### src/rtl/ahfp_add_arbiter.sv
// Round-robin arbiter sharing one pipelined FP adder among N requesters, with per-requester credit limits.
// Optional build macro AHFP_ARB_SUB_EN adds a per-requester req_op input that selects subtract (A-B).
module ahfp_add_arbiter #(
   parameter int unsigned N       = 4,
   parameter int unsigned LATENCY = 7,
   parameter int unsigned MAX_OUT = 4
) (
   input  logic            clk,
   input  logic            rst_n,
   input  logic [N-1:0]    req_valid,
   output logic [N-1:0]    req_ready,
   input  logic [32*N-1:0] req_dataa,
   input  logic [32*N-1:0] req_datab,
`ifdef AHFP_ARB_SUB_EN
   input  logic [N-1:0]    req_op,
`endif
   output logic [N-1:0]    rsp_valid,
   output logic [31:0]     rsp_result,
   output logic [31:0]     fp_dataa,
   output logic [31:0]     fp_datab,
   input  logic [31:0]     fp_result,
   output logic            busy
);

   localparam int unsigned ID_W  = (N > 1) ? $clog2(N) : 1;
   localparam int unsigned CNT_W = $clog2(MAX_OUT + 1);

   logic [ID_W-1:0]  ptr;
   logic [CNT_W-1:0] outstanding [N];
   logic [LATENCY:0] tag_valid;
   logic [ID_W-1:0]  tag_id [LATENCY+1];

   logic [N-1:0]     eligible_c;
   logic [N-1:0]     hs_c;
   logic             grant_any_c;
   logic [ID_W-1:0]  grant_id_c;
   logic [ID_W-1:0]  cand_c;
   logic [31:0]      opa_c;
   logic [31:0]      opb_c;

   // A response in the same cycle frees a slot, so a full requester can be regranted immediately.
   always_comb begin
      eligible_c = '0;
      for (int i = 0; i < int'(N); i++) begin
         eligible_c[i] = rst_n && req_valid[i] &&
                         ((outstanding[i] < CNT_W'(MAX_OUT)) || rsp_valid[i]);
      end
   end

   // First eligible requester at or after ptr, wrapping modulo N.
   always_comb begin
      req_ready   = '0;
      grant_any_c = 1'b0;
      grant_id_c  = '0;
      cand_c      = '0;
      for (int k = 0; k < int'(N); k++) begin
         cand_c = ID_W'((32'(ptr) + 32'(k)) % N);
         if (!grant_any_c && eligible_c[cand_c]) begin
            grant_any_c = 1'b1;
            grant_id_c  = cand_c;
         end
      end
      if (grant_any_c) begin
         req_ready[grant_id_c] = 1'b1;
      end
   end

   assign hs_c = req_valid & req_ready;

   always_comb begin
      opa_c = req_dataa[32*grant_id_c +: 32];
      opb_c = req_datab[32*grant_id_c +: 32];
`ifdef AHFP_ARB_SUB_EN
      if (req_op[grant_id_c]) begin
         opb_c[31] = ~opb_c[31];
      end
`endif
   end

   // Pointer, operand registers and the tag pipeline that tracks ops through the adder.
   always_ff @(posedge clk or negedge rst_n) begin
      if (!rst_n) begin
         ptr       <= '0;
         fp_dataa  <= '0;
         fp_datab  <= '0;
         tag_valid <= '0;
         for (int s = 0; s <= int'(LATENCY); s++) begin
            tag_id[s] <= '0;
         end
      end else begin
         if (grant_any_c) begin
            ptr      <= (grant_id_c == ID_W'(N - 1)) ? '0 : grant_id_c + ID_W'(1);
            fp_dataa <= opa_c;
            fp_datab <= opb_c;
         end else begin
            fp_dataa <= '0;
            fp_datab <= '0;
         end
         tag_valid <= {tag_valid[LATENCY-1:0], grant_any_c};
         tag_id[0] <= grant_id_c;
         for (int s = 1; s <= int'(LATENCY); s++) begin
            tag_id[s] <= tag_id[s-1];
         end
      end
   end

   // Per-requester in-flight counters; simultaneous issue and retire cancel out.
   always_ff @(posedge clk or negedge rst_n) begin
      if (!rst_n) begin
         for (int i = 0; i < int'(N); i++) begin
            outstanding[i] <= '0;
         end
      end else begin
         for (int i = 0; i < int'(N); i++) begin
            if (hs_c[i] && !rsp_valid[i]) begin
               if (outstanding[i] != CNT_W'(MAX_OUT)) begin
                  outstanding[i] <= outstanding[i] + CNT_W'(1);
               end
            end else if (!hs_c[i] && rsp_valid[i]) begin
               if (outstanding[i] != '0) begin
                  outstanding[i] <= outstanding[i] - CNT_W'(1);
               end
            end
         end
      end
   end

   // Result leaves the adder in the same cycle its tag exits the last stage.
   always_comb begin
      rsp_valid = '0;
      if (tag_valid[LATENCY]) begin
         rsp_valid[tag_id[LATENCY]] = 1'b1;
      end
   end

   assign rsp_result = fp_result;
   assign busy       = |tag_valid;

endmodule

### config.mk
export PLATFORM = sky130hd
export DESIGN_NAME = ahfp_add_arbiter
export DESIGN_NICKNAME = d
export VERILOG_FILES = /design/src/rtl/ahfp_add_arbiter.sv
export SDC_FILE = /design/constraint.sdc
export NUM_CORES = 1
export LEC_CHECK = 0
export BUFFER_PORTS_ARGS = -buffer_cell sky130_fd_sc_hd__buf_2
export CORE_AREA = 2 2 157 159
export DETAILED_ROUTE_END_ITERATION = 12
export DIE_AREA = 0 0 159 161
export SYNTH_ARGS = -nofsm -noshare
export SYNTH_HDL_FRONTEND = slang
export SYNTH_SLANG_ARGS = --single-unit
### constraint.sdc
create_clock -name clk -period 5.65 [get_ports clk]
set_input_delay 0.565 -clock clk [delete_from_list [all_inputs] [get_ports clk]]
set_output_delay 0.565 -clock clk [all_outputs]
set_load 0.01 [all_outputs]
==> results.yml <==
worst_hold_path:
  hold_path_class: "in2async"
cells_and_area:
  layout.cells.most_common: "buf_2"
  ff_latch_area_um2: 2550
  design.final.nets: 1009
  synthToLayoutAreaGrowth_pct: 41.9
  post-route-cell-area_um2: 7050
  layout_common_cells: "buf_2 (333), dfrtp_1 (102), a22o_1 (65)"
  post_route_cells_drive_above_1_share_pct: 50.8
  multi_input_comb_area_um2: 2000
  fillerInstances: 2610
die:
  placeableCoreArea_um2: 24000
  effective_utilization_at_floorplan_pct: 20.7
  die-height_um: 161
  dieWidth_um: 159
  fp-row-count: 57
  fp.dieArea_um2: 25600
  io_pins: 399
setup_path:
  crit_start: "rst_n"
  regToRegSetupSlack_ns: 2.35
  critical-path-top-delay-family: "simple AND/OR/NAND/NOR gates"
  data_arrival_at_the_endpoint_of_the_critical_path_ns: 3.73
  worst-setup-path-type: "in2reg"
  critPathCaptureType: "flop"
  cp_cell_sequence: "buf_4 > nand2_1 > a21oi_1 > and3_2 > ha_1 > inv_1 > fa_1 > o21a_1 > o21ai_0 > o31ai_1"
  crit_slowest_cell: "and3_2"
  cp_num_buf_inv: 2
  cp_max_fo: 60
  timing.critical_path.from_type: "primary input"
  crit_required_ns: 5.88
  crit_path_max_incr_delay_ns: 0.67
  timing.rr.start: "tag_valid[7]"
logic_synthesis:
  async_flop_share_pct: 100
  synthCells: 419
  synth.avg_cell_area_um2: 11.9
  yosysSeqAreaShare_pct: 51.3
  ys_ff_latch: 102
  ys.warnings.count: 0
  synth.cell_area_um2: 4970
  synth_flop_cell: "dfrtp_1"
  synth_edf_count: 0
  ys_types: 38
  postSynthNetCount: 721
place:
  hpwlAfterDp_mm: 16.9
  gpl.final_weighted_congestion: 0.855
  io_buffers: 334
  dpl_cell_area_um2: 6710
sta:
  grt_setup_unrepaired: "false"
  timing.final.crit_period_ns: 3.49
  worst_slew_margin_rel_pct: 37.1
  tightestPinTransition_ns: 0.935
  final.period_utilization_pct: 61.8
  setup-violations-final: 0
  achievable-frequency_mhz: 286
  final_max_tran_viols: 0
  finalClockSkew_ns: 0.0118
  timing.setup.tns_ns: 0
  hold_violation_count_in_the_final_report: 0
clock_network:
  post_cts_resized: 0
  clock_sinks: 102
  cts-hold-fix-buffers: 0
  tritoncts: "yes"
  clock_insertion_delay_worst_skew_ns: 0.35
  ctsRootBufferMaster: "clkbuf_16"
  cts.clk_slew.worst_paths_ns: 0.08
  cts_post_setup_buffers_inserted: 0
  cts_buffer_depth: 2
  cts.htree.levels: 3
  numCtsBuffers: 9
power_and_ir_drop:
  peak_supply_drop_mv: 0.215
  power.density_nw_per_um2: 470
  static-leakage-power_nw: 3.63
routing:
  num_vias: 4844
  routed_wl_mm: 21.5
  detail-route-antenna-nets: 0
  residual_drc: 0
  drt_iter0_drc: 261
  detail_route.vias_per_cell: 4.66
  routed_wire_length_per_instance_um: 20.7
  drt_pre_antenna_iters: 4
grt:
  grt_use_total_pct: 16.1
  grt_remaining_overflow: 0
  grt_start_max_net_pins: 66
  grt_antenna_before_repair: 9
  first_pass_grt_wire_length_mm: 30.8
  number_of_global_route_vias_before_repair: 4946
outcome:
  status: "completed"
flow_run:
  max_cap_viols: 0
-- routing by layer --
metal	GRT usage, %	share of wire (%)
met3	5.29	8.2
met4	6.61	2.8
met5	0	0.16
met2	26.8	49
met1	19.3	40
-- where the power goes --
part | switching (W) | total [W] | internal, W | leakage [nW]
logic | 0.000766 | 0.00138 | 0.000615 | 2.18
clock network | 0.000309 | 0.000718 | 0.000409 | 0.166
registers | 0.000172 | 0.00121 | 0.00104 | 1.28
-- cells in the mapped netlist, types with 2 or more instances --
| cell | number | area [µm²] |
|---|---|---|
| a21o_1 | 3 | 22.5 |
| nand2_1 | 15 | 56.3 |
| o21ai_0 | 8 | 40.0 |
| o21a_1 | 4 | 30.0 |
| nor4_1 | 3 | 18.8 |
| o211ai_1 | 4 | 30.0 |
| a21oi_1 | 12 | 60.1 |
| a22o_1 | 65 | 569 |
| a221o_1 | 64 | 641 |
| buf_2 | 9 | 45.0 |
| nor3_1 | 5 | 25.0 |
| buf_6 | 6 | 67.6 |
| xor2_1 | 4 | 35.0 |
| nor2_1 | 20 | 75.1 |
| o21ai_1 | 4 | 20.0 |
| clkbuf_1 | 14 | 52.6 |
| o22a_1 | 4 | 35.0 |
| ha_1 | 4 | 50.1 |
| nand3b_1 | 2 | 15.0 |
| o31ai_1 | 4 | 30.0 |
| fa_1 | 4 | 80.1 |
| buf_4 | 33 | 248 |
| inv_1 | 10 | 37.5 |
| dfrtp_1 | 102 | 2550 |
| and3_1 | 3 | 18.8 |
-- path summary, 6_finish.rpt --
kind                                   end  cells past startpoint
max reg2reg                outstanding[11]                     11
min reg2reg                      tag_id[3]                      0
max                         outstanding[8]                     10
max in group asynchronous     fp_datab[26]                      2
min in group clk                 tag_id[3]                      0
min                         outstanding[5]                      1
-- stage by stage --
step	total power [W]	worst slack, ns	instances	hold slack [ns]	utilization (%)
after CTS	0.00336	2.09	1036	0.295	29.4
after floorplan	0.00208	2.56	419	0.269	-
after global routing	0.00354	1.76	1040	0.330	29.4
after global placement	0.00259	1.88	1020	0.332	28.0
final	0.00331	2.16	1040	0.274	29.4
after detailed placement	0.00262	1.69	1020	0.335	28.0
-- state kept, by name, indices dropped and copies added (netlist names) --
signal and cells:
fp_dataa 32, fp_datab 32, outstanding 12, ptr 2, tag_id 16, tag_valid 8
-- cell families (layout without fill, tap and decap cells) --
logic type	Yosys count	count (layout)	share of synthesized area, %
fa+ha+maj	8	8	2.62
compound gates	181	181	31.4
buf+inv	72	365	9.06
other cells	0	4	0
simple gates	52	52	4.86
xor+xnor	4	4	0.705
flops	102	102	51.3
-- layout make-up --
| class | count | area share, % |
|---|---|---|
| flip-flops and latches | 102 | 36.2 |
| multi-input cells | 245 | 28.3 |
| diodes | 4 | 0.142 |
| well taps | 324 | 5.75 |
| clock inverters | 6 | 1.38 |
| inverters | 10 | 0.532 |
| repair buffers | 339 | 24.3 |
| clock buffers | 10 | 3.39 |
-- worst reg2reg max path: stages, from the launching register on --
cell     delay, ns
dfrtp_1       0.42
or3b_4        0.44
a21oi_2       0.44
a21oi_1       0.13
o31a_1        0.32
nor3_4        0.21
ha_1          0.29
inv_1         0.09
fa_1          0.43
o21a_1        0.19
o21ai_0       0.14
o31ai_1       0.09
(Power assumes the default switching activity.)
